===== src/rtl/alu_pkg.sv =====
// Shared types for the pipelined ALU: opcode encoding, flag bundle and FSM states.
package alu_pkg;

  typedef enum logic [2:0] {
    OP_ADD = 3'b000,
    OP_SUB = 3'b001,
    OP_AND = 3'b010,
    OP_OR  = 3'b011,
    OP_MOV = 3'b100,
    OP_XOR = 3'b101,
    OP_SHL = 3'b110,
    OP_MUL = 3'b111
  } alu_op_e;

  typedef struct packed {
    logic z;
    logic n;
    logic c;
    logic v;
  } alu_flags_t;

  typedef enum logic {
    ST_IDLE = 1'b0,
    ST_MUL  = 1'b1
  } alu_state_e;

endpackage


===== src/rtl/alu_mul_iter.sv =====
// Iterative unsigned shift-add multiplier; one partial product per clock, WIDTH steps.
module alu_mul_iter #(
  parameter int WIDTH = 8,
  parameter int CNT_W = $clog2(WIDTH + 1)
) (
  input  logic                 clk,
  input  logic                 rst_n,
  input  logic                 start,
  input  logic [WIDTH-1:0]     a,
  input  logic [WIDTH-1:0]     b,
  output logic                 done,
  output logic [2*WIDTH-1:0]   product
);

  logic [2*WIDTH-1:0] r_mcand;
  logic [2*WIDTH-1:0] r_acc;
  logic [WIDTH-1:0]   r_mplier;
  logic [CNT_W-1:0]   r_cnt;
  logic [2*WIDTH-1:0] w_acc_next;

  assign w_acc_next = r_mplier[0] ? (r_acc + r_mcand) : r_acc;

  // The final step's sum is exposed combinationally so the top can load it on the same edge.
  assign done    = (r_cnt == CNT_W'(1));
  assign product = w_acc_next;

  always_ff @(posedge clk or negedge rst_n) begin
    if (!rst_n) begin
      r_cnt <= '0;
    end else if (start) begin
      r_cnt <= CNT_W'(WIDTH);
    end else if (r_cnt != '0) begin
      r_cnt <= r_cnt - CNT_W'(1);
    end
  end

  always_ff @(posedge clk) begin
    if (start) begin
      r_mcand  <= {{WIDTH{1'b0}}, a};
      r_mplier <= b;
      r_acc    <= '0;
    end else if (r_cnt != '0) begin
      r_acc    <= w_acc_next;
      r_mcand  <= r_mcand << 1;
      r_mplier <= r_mplier >> 1;
    end
  end

endmodule


===== src/rtl/alu_pipe.sv =====
// Registered ALU with valid/ready handshakes, Z/N/C/V flags and an iterative multiply.
module alu_pipe
  import alu_pkg::*;
#(
  parameter int WIDTH = 8,
  parameter int CNT_W = $clog2(WIDTH + 1)
) (
  input  logic             clk,
  input  logic             rst_n,
  input  logic             in_valid,
  output logic             in_ready,
  input  logic [2:0]       op,
  input  logic [WIDTH-1:0] a,
  input  logic [WIDTH-1:0] b,
  output logic             out_valid,
  input  logic             out_ready,
  output logic [WIDTH-1:0] result,
  output logic [3:0]       flags
);

  localparam int SH_W = $clog2(WIDTH);

  alu_state_e         r_state;
  logic               r_out_valid;
  logic [WIDTH-1:0]   r_result;
  alu_flags_t         r_flags;

  logic               w_accept;
  logic               w_mul_start;
  logic               w_mul_done;
  logic               w_load;
  logic [2*WIDTH-1:0] w_mul_product;
  alu_op_e            w_op;
  logic [WIDTH:0]     w_sum;
  logic [WIDTH:0]     w_shl;
  logic [WIDTH-1:0]   w_res;
  alu_flags_t         w_flags;

  // Returns {carry, shifted}; carry is the last bit shifted out, zero for s==0 or s>=WIDTH.
  function automatic logic [WIDTH:0] shl_with_carry(input logic [WIDTH-1:0] val,
                                                    input logic [SH_W-1:0]  s);
    logic [WIDTH:0] ext;
    ext = {1'b0, val} << s;
    if (int'(s) >= WIDTH) ext = '0;
    return ext;
  endfunction

  assign in_ready    = (r_state == ST_IDLE) && (!r_out_valid || out_ready);
  assign w_accept    = in_valid && in_ready;
  assign w_mul_start = w_accept && (alu_op_e'(op) == OP_MUL);
  assign w_load      = (w_accept && !w_mul_start) || ((r_state == ST_MUL) && w_mul_done);
  assign w_op        = (r_state == ST_MUL) ? OP_MUL : alu_op_e'(op);

  alu_mul_iter #(
    .WIDTH (WIDTH),
    .CNT_W (CNT_W)
  ) u_mul (
    .clk     (clk),
    .rst_n   (rst_n),
    .start   (w_mul_start),
    .a       (a),
    .b       (b),
    .done    (w_mul_done),
    .product (w_mul_product)
  );

  always_comb begin
    w_sum   = {1'b0, a} + {1'b0, b};
    w_shl   = shl_with_carry(a, b[SH_W-1:0]);
    w_res   = '0;
    w_flags = '0;
    unique case (w_op)
      OP_ADD: begin
        w_res     = w_sum[WIDTH-1:0];
        w_flags.c = w_sum[WIDTH];
        w_flags.v = (a[WIDTH-1] == b[WIDTH-1]) && (w_res[WIDTH-1] != a[WIDTH-1]);
      end
      OP_SUB: begin
        w_res     = a - b;
        w_flags.c = (a < b);
        w_flags.v = (a[WIDTH-1] != b[WIDTH-1]) && (w_res[WIDTH-1] != a[WIDTH-1]);
      end
      OP_AND: w_res = a & b;
      OP_OR:  w_res = a | b;
      OP_MOV: w_res = b;
      OP_XOR: w_res = a ^ b;
      OP_SHL: begin
        w_res     = w_shl[WIDTH-1:0];
        w_flags.c = w_shl[WIDTH];
      end
      OP_MUL: begin
        w_res     = w_mul_product[WIDTH-1:0];
        w_flags.c = |w_mul_product[2*WIDTH-1:WIDTH];
      end
      default: w_res = '0;
    endcase
    w_flags.z = (w_res == '0);
    w_flags.n = w_res[WIDTH-1];
  end

  // Output slot: a freshly loaded result takes priority over draining the previous one.
  always_ff @(posedge clk or negedge rst_n) begin
    if (!rst_n) begin
      r_state     <= ST_IDLE;
      r_out_valid <= 1'b0;
      r_result    <= '0;
      r_flags     <= '0;
    end else begin
      if (w_mul_start) begin
        r_state <= ST_MUL;
      end else if ((r_state == ST_MUL) && w_mul_done) begin
        r_state <= ST_IDLE;
      end
      if (w_load) begin
        r_out_valid <= 1'b1;
        r_result    <= w_res;
        r_flags     <= w_flags;
      end else if (r_out_valid && out_ready) begin
        r_out_valid <= 1'b0;
      end
    end
  end

  assign out_valid = r_out_valid;
  assign result    = r_result;
  assign flags     = r_flags;

endmodule


===== config.mk =====
export PLATFORM = sky130hd
export DESIGN_NAME = alu_pipe
export DESIGN_NICKNAME = d
export VERILOG_FILES = /design/src/rtl/alu_pkg.sv /design/src/rtl/alu_mul_iter.sv /design/src/rtl/alu_pipe.sv
export SDC_FILE = /design/constraint.sdc
export NUM_CORES = 1
export LEC_CHECK = 0
export ABC_AREA = 1
export ABC_CLOCK_PERIOD_IN_PS = 3200
export BUFFER_PORTS_ARGS = -buffer_cell sky130_fd_sc_hd__buf_2
export CORE_MARGIN = 4
export CORE_UTILIZATION = 55
export CTS_CLUSTER_SIZE = 25
export DETAILED_ROUTE_END_ITERATION = 16
export HOLD_SLACK_MARGIN = 0.02
export PLACE_DENSITY = 0.74
export SYNTH_ARGS = -nofsm -noshare
export SYNTH_HDL_FRONTEND = slang
export SYNTH_SLANG_ARGS = --single-unit

===== constraint.sdc =====
create_clock -name clk -period 3.2 [get_ports clk]
set_input_delay 0.16 -clock clk [delete_from_list [all_inputs] [get_ports clk]]
set_output_delay 0.16 -clock clk [all_outputs]
set_load 0.01 [all_outputs]

---- Word level (Yosys, flattened, before mapping) ----
Cells that the tools add are included.
cells by class
  multipliers ............................. 0
  reduce and logical (&&, ||, !) cells .... 19
  shift-type cells ........................ 1
  magnitude comparators ................... 1
  bitwise operators ....................... 4
  multiplexer cells ....................... 15
  equality and inequality tests ........... 13
  divide/modulo/power cells ............... 0
  $add $sub $neg .......................... 4
operator list
  operator                                                               number
  8-bit case mux with 8 select lines                                     1
  8-bit two-way mux                                                      4
  16-bit adder                                                           1
  16-bit two-way mux                                                     1
  3-bit equality test, second input constant                             5
  8-bit by 8-bit adder with 9-bit output                                 1
  8-bit by 3-bit << shifter with 9-bit output                            1
  8-bit bitwise AND                                                      1
  1-bit logical AND                                                      8
  8-bit zero test                                                        1
  8-bit less-than comparator                                             1
  4-bit two-way mux                                                      2
  8-bit bitwise OR                                                       1
  8-bit OR reduction                                                     1
  8-bit subtractor                                                       1
  8-bit XOR                                                              1
  3-bit by 2-bit equality test with 1-bit output, second input constant  2
  2-bit nonzero test                                                     3
  4-bit by 1-bit equality test with 1-bit output, second input constant  1
  1-bit two-way mux                                                      4
  1-bit case mux with 4 select lines                                     1
  4-bit nonzero test                                                     1
  4-bit by 1-bit subtractor with 4-bit output, second input constant     1
  3-bit by 1-bit equality test with 1-bit output, second input constant  1
  8 further kinds                                                        12
storage, ports and cells
  memories ................................ 0
  bits in latches ......................... 0
  memory bits (read-only) ................. 0
  output and inout bits ................... 14
  logic and storage cells ................. 69
  bits in writable memories ............... 0
  bits in registers ....................... 58
  input bits .............................. 23

---- Longest topological paths before layout ----
Gate-level depths: netlist of the first run.
  depth after elaboration ................. 9
  mapped depth ............................ 18
  mapped depth without buffers ............ 18

---- By module ----
From an unflattened synthesis of the first run, not the netlist that was laid out.
second synthesis, totals
  cell total of the unflattened synthesis .. 810
  area total of the unflattened synthesis .. 5094.9 µm²
by module, submodules not included
  module        cells each  times used  seq. area each (µm²)  area each (µm²)
  alu_mul_iter  392         1           1061.0                2785.2
  alu_pipe      418         1           325.3                 2309.7

---- Worst setup path after synthesis of the first run ----
Ideal clock, no wire load.
  path type ............................... register to register
  start ................................... reg u_mul.r_cnt[0]
  end ..................................... reg u_mul.r_mcand[0], enable pin
  data required time ...................... 2771 ps
  path buffers ............................ 0
  clock period less this slack ............ 2026 ps
  path slack .............................. 1174 ps
  arrival time ............................ 1597 ps
  setup time .............................. 429 ps
  cell stages (with the launch flop) ...... 8
  cell sequence ........................... dfrtp_1 -> inv_1 -> ha_1 -> nand2_1 -> nor2_1 -> inv_1 -> nor2_4 -> clkinv_1
between the ends
  longest elaborated chain between the ends .. 2
RTL lines
  what                          RTL line            RTL
  start: declaration            alu_mul_iter.sv:18  logic [CNT_W-1:0] r_cnt;
  start signal: assignment      alu_mul_iter.sv:31  r_cnt <= CNT_W'(WIDTH);
  start signal: assignment      alu_mul_iter.sv:33  r_cnt <= r_cnt - CNT_W'(1);
  4-bit nonzero test            alu_mul_iter.sv:42  end else if (r_cnt != '0) begin
  2-bit nonzero test (no line)  -
  end signal: assignment        alu_mul_iter.sv:39  r_mcand <= {{WIDTH{1'b0}}, a};
  end signal: assignment        alu_mul_iter.sv:44  r_mcand <= r_mcand << 1;
  end: declaration              alu_mul_iter.sv:15  logic [2*WIDTH-1:0] r_mcand;
No other way between the ends.
A chain may end at the register's enable or synchronous reset.

---- Worst setup path after layout of the first run ----
  start ................................... reg u_mul.r_acc[0]
  end ..................................... reg r_flags (netlist bit flags[3])
between the ends
  longest elaborated chain between the ends .. 4
RTL lines
  what                                  RTL line            RTL
  start: declaration                    alu_mul_iter.sv:16  logic [2*WIDTH-1:0] r_acc;
  start signal: assignment              alu_mul_iter.sv:43  r_acc <= w_acc_next;
  16-bit adder                          alu_mul_iter.sv:21  assign w_acc_next = r_mplier[0] ? (r_acc + r_mcand) : r_acc;
  16-bit two-way mux *                  alu_mul_iter.sv:21
  8-bit case mux with 8 select lines *  alu_pipe.sv:72      unique case (w_op)
  8-bit zero test *                     alu_pipe.sv:97      w_flags.z = (w_res == '0);
  end signal: assignment                alu_pipe.sv:117     r_flags <= w_flags;
  end: declaration                      alu_pipe.sv:26      alu_flags_t r_flags;
Mark *: on every way between the ends. The rest lies on a longest branch, timed or not.

==> flow_metrics.tcl, run 1 <==
set metrics [dict create \
    status "finished clean" \
    dieWidth_um 103 \
    wl_um 14600 \
    final_cell_mix "nand2_1 (218), inv_1 (124), nand3_1 (56), nor2_1 (51), o21ai_0 (46)" \
    required_ns 3.43 \
    holdPathStages 3 \
    ys_warn_count 0 \
    start_util 0.568 \
    fmax_ghz 0.396 \
    cp-startpoint "u_mul.r_acc[0]" \
    hold_path_class "in2reg" \
    clk_pin_slew_worst_paths_ns 0.08 \
    cts_max_level 3 \
    ff2ff_setup_slack_ns 0.68 \
    setup_viol 0 \
    syn2layout_area_growth_pct 9.17 \
    setup_tns_ns 0 \
    synth-edff-count 16 \
    async_reset_ff_frac 0.298 \
    rr_endpoint "flags[3]" \
    via_count 5017 \
    clockRootBuffer "clkbuf_8" \
    grt_overflow 0 \
    ys_top_cells_by_area "nand2_1 (17%), ha_1 (11%), dfxtp_1 (9.7%), edfxtp_1 (9.7%), inv_1 (9.4%)" \
    core_sq_mm 0.00872 \
    dp_hpwl_um 11600 \
    hold_buffers 2 \
    grt_pass1_vias 4691 \
    cts_buffers 9 \
    worstHoldStart "b[7]" \
    post_drt_via_cell_ratio 5.58 \
    grt_first_pass_wirelength_um 23400 \
    synth_cells 754 \
    start_kind "flop" \
    r2r_start "u_mul.r_acc[0]" \
    layout.nets 854 \
    seq_area_frac_synth 0.280 \
    min_period_ns 2.52 \
    yosysUniqueCellTypes 45 \
    die_area_sq_mm 0.0106 \
    drtIter0Drc 393 \
    ys_seq_elements 57 \
    crit_fanout 3 \
    path_class "reg2reg" \
    avgSynthCellArea_sq_um 6.57 \
    grt_setup_unrepaired "false" \
    max_cap_viol_count 0 \
    vdd_drop_max_uv 481 \
    clock-sinks 57 \
    routabilityCongestion 0.957 \
    p_leak_nw 2.94 \
    drtPass1Iterations 5 \
    post-cts-setup-buffer-count 0 \
    tritoncts "done" \
    antenna_found_initial 0 \
    layout_commonest_cell "nand2_1" \
    wire_per_inst_um 16.2 \
    grt_max_degree 33 \
    drc 0 \
    num_rows 34 \
    io_buffer_count 36 \
    synth_flop_cell "dfxtp_1" \
    n_antenna_cell 0 \
    syn_area_sq_mm 0.00495 \
    cp-end-kind "flop" \
    track_usage 0.286 \
    cts_buffer_depth 2 \
    fin_skew_ns 0.00951 \
    antenna_left 0 \
    arrival_ns 2.75 \
    cts_resized 0 \
    fp.dieH_um 103 \
    fin_crit_sh 0.788 \
    power_density_mw_per_mm2 948 \
    max-slew-margin-rel 0.363 \
    worst_skew_pair.late_latency_ns 0.34 \
    worst_pin_slew_ns 0.953 \
    report.final.hold_viol_count 0 \
    syn_nets 822 \
    layout-drive-gt1-share 0.102 \
    drv_slew 0 \
    synth_largest_area_cell "nand2_1" \
    yosysTopAreaCellShare 0.165 \
    holdPathEnd "u_mul.r_mplier[7]" \
    num_io_pins 37 \
    holdWs_ns 0.214 \
    r2r_cells 15 \
]
## synthesized netlist by cell type (6+ instances only)
| library cell | count |
|---|---|
| a31oi_1 | 8 |
| inv_2 | 8 |
| buf_2 | 9 |
| inv_1 | 124 |
| ha_1 | 42 |
| o211ai_1 | 6 |
| o22ai_1 | 11 |
| o21ai_1 | 7 |
| nand3_1 | 56 |
| a22oi_1 | 10 |
| dfrtp_1 | 17 |
| a21oi_1 | 28 |
| nand4_1 | 16 |
| o21ai_0 | 46 |
| dfxtp_1 | 24 |
| nand2_1 | 218 |
| nor2_2 | 6 |
| nor2_1 | 51 |
| edfxtp_1 | 16 |
## through the flow
step           setup slack, ns  utilization  cell area, sq um  power (mW)  std cells
5_1_grt                  0.442        0.620              5410        5.60        899
3_5_place_dp             0.723        0.592              5160        4.34        881
4_1_cts                  0.698        0.620              5410        5.10        899
6_report                 0.678        0.620              5410        5.12        899
3_3_place_gp             0.787        0.592              5160        4.27        881
2_1_floorplan             1.17            -              4950        3.56        754
## critical path, stage by stage, from the launching register on
cell and delay, ns:
dfxtp_1 0.37, ha_1 0.23, inv_1 0.08, fa_1 0.42, inv_1 0.10, nand3_1 0.09, nand3_1 0.16, nand2_1 0.07
nand3_1 0.07, o21ai_0 0.23, a21oi_1 0.25, o21ai_1 0.13, nand2_1 0.08, nor2_1 0.04, nand3_1 0.06, nand2_1 0.05
## per-layer routing
metal  routed length (um)  vias to the layer above  GRT usage
li1                     -                     2503          -
met1                 5990                     2293      0.351
met2                 7370                      187      0.509
met3                  753                       34     0.0359
met4                  459                        0      0.115
met5                    0                        -          0
## worst max path at each step
stage                                   to  slack [ns]  cells after the start
after floorplan           u_mul.r_mcand[0]        1.17                      7
after global placement            flags[3]        0.79                     15
after detailed placement          flags[3]        0.72                     15
after CTS                         flags[3]        0.70                     15
after global routing              flags[1]        0.44                     17
final                             flags[3]        0.68                     15
## cells by family (layout without fill, tap and decap cells)
kind of cell | after synthesis | in the layout | synth area share
XOR/XNOR | 8 | 8 | 0.0142
flip-flops | 57 | 57 | 0.280
buffers and inverters | 152 | 189 | 0.124
AO/OA/AOI/OAI | 124 | 124 | 0.144
adder cells (fa/ha/maj) | 45 | 45 | 0.118
AND/OR/NAND/NOR | 368 | 368 | 0.320
## report_power, final
part / leakage, nW / internal, mW / total, mW / switching (mW)
Combinational: 2.23 / 1.04 / 3.01 / 1.97
Sequential: 0.592 / 1.13 / 1.37 / 0.239
Clock: 0.113 / 0.414 / 0.739 / 0.325
## cell type report
type                    instances  area (sq um)
flip-flops and latches         57          1390
inverters                     133           499
multi-input cells             545          2950
clock inverters                 6          71.3
repair buffers                 40           215
fillers                       835          3320
clock buffers                  10           149
well taps                     108           135
## sequential cells by signal, indices dropped and copies added, names as in the netlist
name,flops
flags,3
out_valid,1
r_state,1
result,8
u_mul.r_acc,16
u_mul.r_cnt,4
u_mul.r_mcand,16
u_mul.r_mplier,8
(Power assumes the default switching activity.)
==> inputs of run 2 (changes only) <==
--- a/config.mk
+++ b/config.mk
@@ -6,14 +6,14 @@
 export NUM_CORES = 1
 export LEC_CHECK = 0
 export ABC_AREA = 1
-export ABC_CLOCK_PERIOD_IN_PS = 3200
+export ABC_CLOCK_PERIOD_IN_PS = 2200
 export BUFFER_PORTS_ARGS = -buffer_cell sky130_fd_sc_hd__buf_2
 export CORE_MARGIN = 4
 export CORE_UTILIZATION = 55
 export CTS_CLUSTER_SIZE = 25
 export DETAILED_ROUTE_END_ITERATION = 16
 export HOLD_SLACK_MARGIN = 0.02
-export PLACE_DENSITY = 0.74
+export PLACE_DENSITY = 0.77
 export SYNTH_ARGS = -nofsm -noshare
 export SYNTH_HDL_FRONTEND = slang
 export SYNTH_SLANG_ARGS = --single-unit
==> constraint.sdc (replaced) <==
create_clock -name clk -period 2.2 [get_ports clk]
set_input_delay 0.11 -clock clk [delete_from_list [all_inputs] [get_ports clk]]
set_output_delay 0.11 -clock clk [all_outputs]
set_load 0.01 [all_outputs]
==> run 2 against run 1 <==
Effect of this change: core utilization rose by 2.8 points; fmax is 17% higher; count of clock-buffer cells in the layout rose by 3; critical path type unchanged; sequential cell count is the same; combinational power rose by 57%; clock skew grew 0.0021 ns; register-to-register slack got worse by 0.64 ns; sequential power increased by 49%; largest cell class unchanged; final area grew 4.5%; worst hold slack lost 0.045 ns; global-route usage decreased by 0.70 points; via count increased by 1.5%.
==> flow_metrics.tcl, run 2 (synthesis results as in run 1) <==
set metrics [dict create \
    final_cell_mix "nand2_1 (215), inv_1 (122), nand3_1 (53), nor2_1 (50), o21ai_0 (44)" \
    die_area_sq_mm 0.0106 \
    max-slew-margin-rel 0.701 \
    fin_crit_sh 0.983 \
    grt_setup_unrepaired "true" \
    routabilityCongestion 0.966 \
    final_cell_area_sq_mm 0.00565 \
    tritoncts "done" \
    grt_overflow 0 \
    power_density_mw_per_mm2 1380 \
    post_drt_via_cell_ratio 5.56 \
    clock-sinks 57 \
    cp_slowest_stage_delay_ns 0.52 \
    fp.dieH_um 103 \
    start_util 0.568 \
    crit_fanout 2 \
    setup_viol 0 \
    reg_top3 "u_mul.r_acc (16), u_mul.r_mcand (16)" \
    route.met2.wl_um 7050 \
    cp_slowest_cell "fa_2" \
    drtIter0Drc 294 \
    max_cap_viol_count 0 \
    wire_per_inst_um 15.6 \
    crit_path_end "flags[3]" \
    layout_commonest_cell "nand2_1" \
    grt_pass1_vias 4891 \
    fillCellCount 786 \
    status "finished clean" \
    antenna_left 0 \
    cts_buffers 9 \
    arrival_ns 2.44 \
    switching_power_mw 3.77 \
    seq_power_share 0.262 \
    grt_first_pass_wirelength_um 23000 \
    dieWidth_um 103 \
    drv_slew 0 \
    required_ns 2.48 \
    r2r_cells 12 \
    clockRootBuffer "clkbuf_8" \
    antenna_found_initial 0 \
    path_class "reg2reg" \
    worst_skew_pair.late_latency_ns 0.34 \
    syn2layout_area_growth_pct 14.1 \
    io_buffer_count 36 \
    report.final.hold_viol_count 0 \
    vdd_drop_max_uv 662 \
    cp-startpoint "u_mul.r_mcand[0]" \
    start_kind "flop" \
    track_usage 0.279 \
    fin_skew_ns 0.0116 \
    highest_layer "met4" \
    cts_max_level 3 \
    min_period_ns 2.16 \
    crit_top_cell "nand2_1" \
    grt_max_degree 26 \
    placedInstanceArea_sq_mm 0.00528 \
    cts_buffer_depth 2 \
    post-route-util 0.648 \
    fmax_ghz 0.462 \
    drtPass1Iterations 6 \
    clk_pin_slew_worst_paths_ns 0.07 \
    wl_um 14300 \
    worstPathCellList "ha_2 -> inv_2 -> fa_2 -> o21ai_2 -> nand2_1 -> nor3b_2 -> o211ai_1 -> nor2_1 -> nand2_1 -> nor2_1 -> nand3_1 -> nand2_1" \
    via_count 5090 \
    hold_path_class "in2reg" \
    r2r_start "u_mul.r_mcand[0]" \
    worst_pin_slew_ns 0.443 \
    m1WireLength_um 6000 \
    num_rows 34 \
    rr_endpoint "flags[3]" \
    num_io_pins 37 \
    drc 0 \
    internal_power_mw 4.01 \
    dp_hpwl_um 11200 \
    cp-end-kind "flop" \
    layout-drive-gt1-share 0.151 \
    wl_met3_um 811 \
    layout.nets 870 \
    core_sq_mm 0.00872 \
    p_comb_frac 0.607 \
    power_mw 7.78 \
    ff2ff_setup_slack_ns 0.04 \
    n_antenna_cell 0 \
    pwr-share-clk 0.131 \
    p_leak_nw 3.02 \
    switching_share 0.484 \
]
[run 2: worst max-delay path: cells and delay by family (launching register included)]
kind	cells	cell delay (ns)
flip-flops	1	0.36
AND/OR/NAND/NOR	7	0.74
AO/OA/AOI/OAI	2	0.23
adder cells (fa/ha/maj)	2	0.72
buffers and inverters	1	0.04
[run 2: repair_timing]
action	in CTS	in global routing
hold buffers	2	0
buffers inserted	0	3
hold endpoints to repair	18	0
gates resized for setup	0	29
setup endpoints to repair	0	5
[run 2: how the worst min path moves through the flow]
stage                             end  slack (ns)  startpoint  cells past startpoint
floorplan                    flags[0]       -0.19       rst_n                      0
global placement       u_mul.r_cnt[1]        0.04       rst_n                      1
detailed placement     u_mul.r_cnt[1]        0.05       rst_n                      1
CTS                 u_mul.r_mplier[7]        0.15        b[7]                      3
global route        u_mul.r_mplier[7]        0.19        b[7]                      3
finish              u_mul.r_mplier[7]        0.17        b[7]                      3
[run 2: metrics by stage]
step                setup TNS [ns]  worst slack [ns]  hold slack, ns  cells
floorplan                        0             0.174          -0.186    754
global placement                 0            0.0986          0.0441    894
detailed placement               0           0.00304          0.0532    894
CTS                              0           0.00372           0.149    912
global route                -0.171           -0.0996           0.189    915
finish                           0            0.0371           0.170    915
[run 2: area by class of cell]
class | count | area, sq um | area share
clock buffer | 13 | 191 | 0.0339
clock inverter | 3 | 18.8 | 0.00332
inverter | 133 | 499 | 0.0884
multi-input combinational | 545 | 3070 | 0.543
sequential | 57 | 1390 | 0.246
tap | 108 | 135 | 0.0239
timing repair buffer | 56 | 348 | 0.0616
[run 2: routing by layer]
metal | up-vias | GRT usage
met1 | 2353 | 0.354
met3 | 32 | 0.0386
met4 | 0 | 0.123
met2 | 182 | 0.475
li1 | 2523 | -
met5 | - | 0
[run 2: power by group through the flow]
stage / Combinational, mW / Clock, mW / Sequential [mW]
floorplan: 3.22 / 0 / 1.96
CTS: 4.38 / 1.03 / 1.98
detailed placement: 4.35 / 0 / 1.99
finish: 4.72 / 1.02 / 2.04
global route: 5.32 / 1.07 / 2.10
global placement: 4.23 / 0 / 1.98
==> inputs of run 3 (changes only) <==
--- a/config.mk
+++ b/config.mk
@@ -14,6 +14,7 @@
 export DETAILED_ROUTE_END_ITERATION = 16
 export HOLD_SLACK_MARGIN = 0.02
 export PLACE_DENSITY = 0.77
+export SETUP_SLACK_MARGIN = 0.4
 export SYNTH_ARGS = -nofsm -noshare
 export SYNTH_HDL_FRONTEND = slang
 export SYNTH_SLANG_ARGS = --single-unit
==> run 3 against run 2 <==
Effect of this change: clock skew up 0.0018 ns; wire length up 11%; critical path depth unchanged; clock power about the same; critical path type unchanged; combinational power up 16%; via count up 5.5%.
==> flow_metrics.tcl, run 3 (synthesis results as in run 1) <==
set metrics [dict create \
    status "finished clean" \
    wl_um 15800 \
    grt_pass1_vias 5126 \
    layout.nets 881 \
    cts_buffers 9 \
    required_ns 2.47 \
    dp_hpwl_um 11600 \
    post-place-ws_ns -0.0619 \
    fin_skew_ns 0.0134 \
    placedInstanceArea_sq_mm 0.00530 \
    reg_top3 "u_mul.r_acc (16), u_mul.r_mcand (16)" \
    setup_viol 0 \
    final_cell_mix "nand2_1 (199), inv_1 (118), nor2_1 (47), nand3_1 (46), o21ai_0 (41)" \
    cp_slowest_cell "fa_2" \
    antenna_left 0 \
    cts_max_level 3 \
    track_usage 0.302 \
    max-slew-margin-rel 0.683 \
    tritoncts "done" \
    place_inst 894 \
    layout-drive-gt1-share 0.213 \
    power_mw 8.54 \
    num_rows 34 \
    drtPass1Iterations 5 \
    clk_pin_slew_worst_paths_ns 0.07 \
    grt_setup_unrepaired "true" \
    arrival_ns 2.45 \
    via_count 5371 \
    drv_slew 0 \
    core_sq_mm 0.00872 \
    syn2layout_area_growth_pct 20.0 \
    cp-end-kind "flop" \
    worst_pin_slew_ns 0.470 \
    hold_path_class "in2reg" \
    power_density_mw_per_mm2 1440 \
    worstPathCellList "ha_4 -> inv_2 -> fa_2 -> o21ai_2 -> nand2_1 -> nor3b_2 -> o211ai_1 -> nor2_1 -> nand2_1 -> nor2_1 -> nand3_1 -> nand2_1" \
    vdd_drop_max_uv 619 \
    post-route-util 0.681 \
    io_buffer_count 36 \
    routabilityCongestion 0.959 \
    setup_slack_ns 0.0237 \
    die_area_sq_mm 0.0106 \
    drtIter0Drc 344 \
    fillCellCount 757 \
    wire_per_inst_um 17.1 \
    grt_overflow 0 \
    clock-sinks 57 \
    start_util 0.568 \
    fp.dieH_um 103 \
    crit_top_cell "nand2_1" \
    min_period_ns 2.18 \
    drc 0 \
    setup_tns_ns 0 \
    antenna_found_initial 0 \
    fmax_ghz 0.459 \
    final_cells 926 \
    cts_buffer_depth 2 \
    num_io_pins 37 \
    grt_max_degree 26 \
    dieWidth_um 103 \
    start_kind "flop" \
    worst_skew_pair.late_latency_ns 0.33 \
    cp_slowest_stage_delay_ns 0.52 \
    path_class "reg2reg" \
    post_drt_via_cell_ratio 5.80 \
    crit_fanout 2 \
    grt_first_pass_wirelength_um 24800 \
    n_antenna_cell 0 \
    fin_crit_sh 0.989 \
    final_cell_area_sq_mm 0.00594 \
    holdWs_ns 0.159 \
    max_cap_viol_count 0 \
    p_leak_nw 3.11 \
    layout_commonest_cell "nand2_1" \
    cpLargestDelayFamily "simple AND/OR/NAND/NOR gates" \
    crit_buf_inv 1 \
    report.final.hold_viol_count 0 \
    clockRootBuffer "clkbuf_8" \
]
## run 3: changes by cell type in the layout (fill, tap and decap cells not counted), moves of 4 or more
| cell | change |
|---|---|
| nand2_1 | -16 |
| nand2_2 | +15 |
| nand3_1 | -7 |
| buf_4 | +9 |
| inv_1 | -4 |
| ha_4 | +4 |
| nand3_2 | +4 |
## run 3: path summary, 6_finish.rpt
check	from	to	slack, ns	cells past startpoint
min in group asynchronous	rst_n	u_mul.r_cnt[1]	0.23	2
min reg2reg	result[1]	result[1]	0.49	2
max in group asynchronous	rst_n	result[6]	1.68	2
min	a[2]	u_mul.r_mcand[2]	0.16	3
max	u_mul.r_mcand[0]	flags[3]	0.02	12
max reg2reg	u_mul.r_mcand[0]	flags[3]	0.02	12
## run 3: area by class of cell
class / count / area (sq um) / area share
tap: 108 / 135 / 0.0227
multi-input combinational: 545 / 3260 / 0.549
timing repair buffer: 67 / 447 / 0.0752
clock inverter: 5 / 33.8 / 0.00568
clock buffer: 11 / 163 / 0.0274
inverter: 133 / 510 / 0.0859
sequential: 57 / 1390 / 0.234
## run 3: what timing repair did
| item | 4_1_cts | 5_1_grt |
|---|---|---|
| resized for setup | 25 | 51 |
| endpoints found under the hold margin | 18 | 0 |
| setup buffers | 4 | 10 |
| hold buffers | 2 | 0 |
| setup endpoints to repair | 35 | 57 |
| pin swaps | 11 | 24 |
## run 3: per-layer routing
| layer | GRT usage | wire length, um | share of wire |
|---|---|---|---|
| met5 | 0 | 0 | 0 |
| met3 | 0.0440 | 1090 | 0.069 |
| met1 | 0.362 | 6170 | 0.39 |
| met2 | 0.534 | 7860 | 0.50 |
| met4 | 0.138 | 684 | 0.043 |
## run 3: worst min-delay path, stage by stage
cell and delay [ns]:
buf_2 0.14, nand2_1 0.06, o21ai_0 0.06
## run 3: power by group
group	leakage [nW]	total [mW]	switching, mW	internal [mW]
clock network	0.102	0.991	0.479	0.512
registers	0.593	2.09	0.434	1.66
logic	2.42	5.46	3.36	2.10
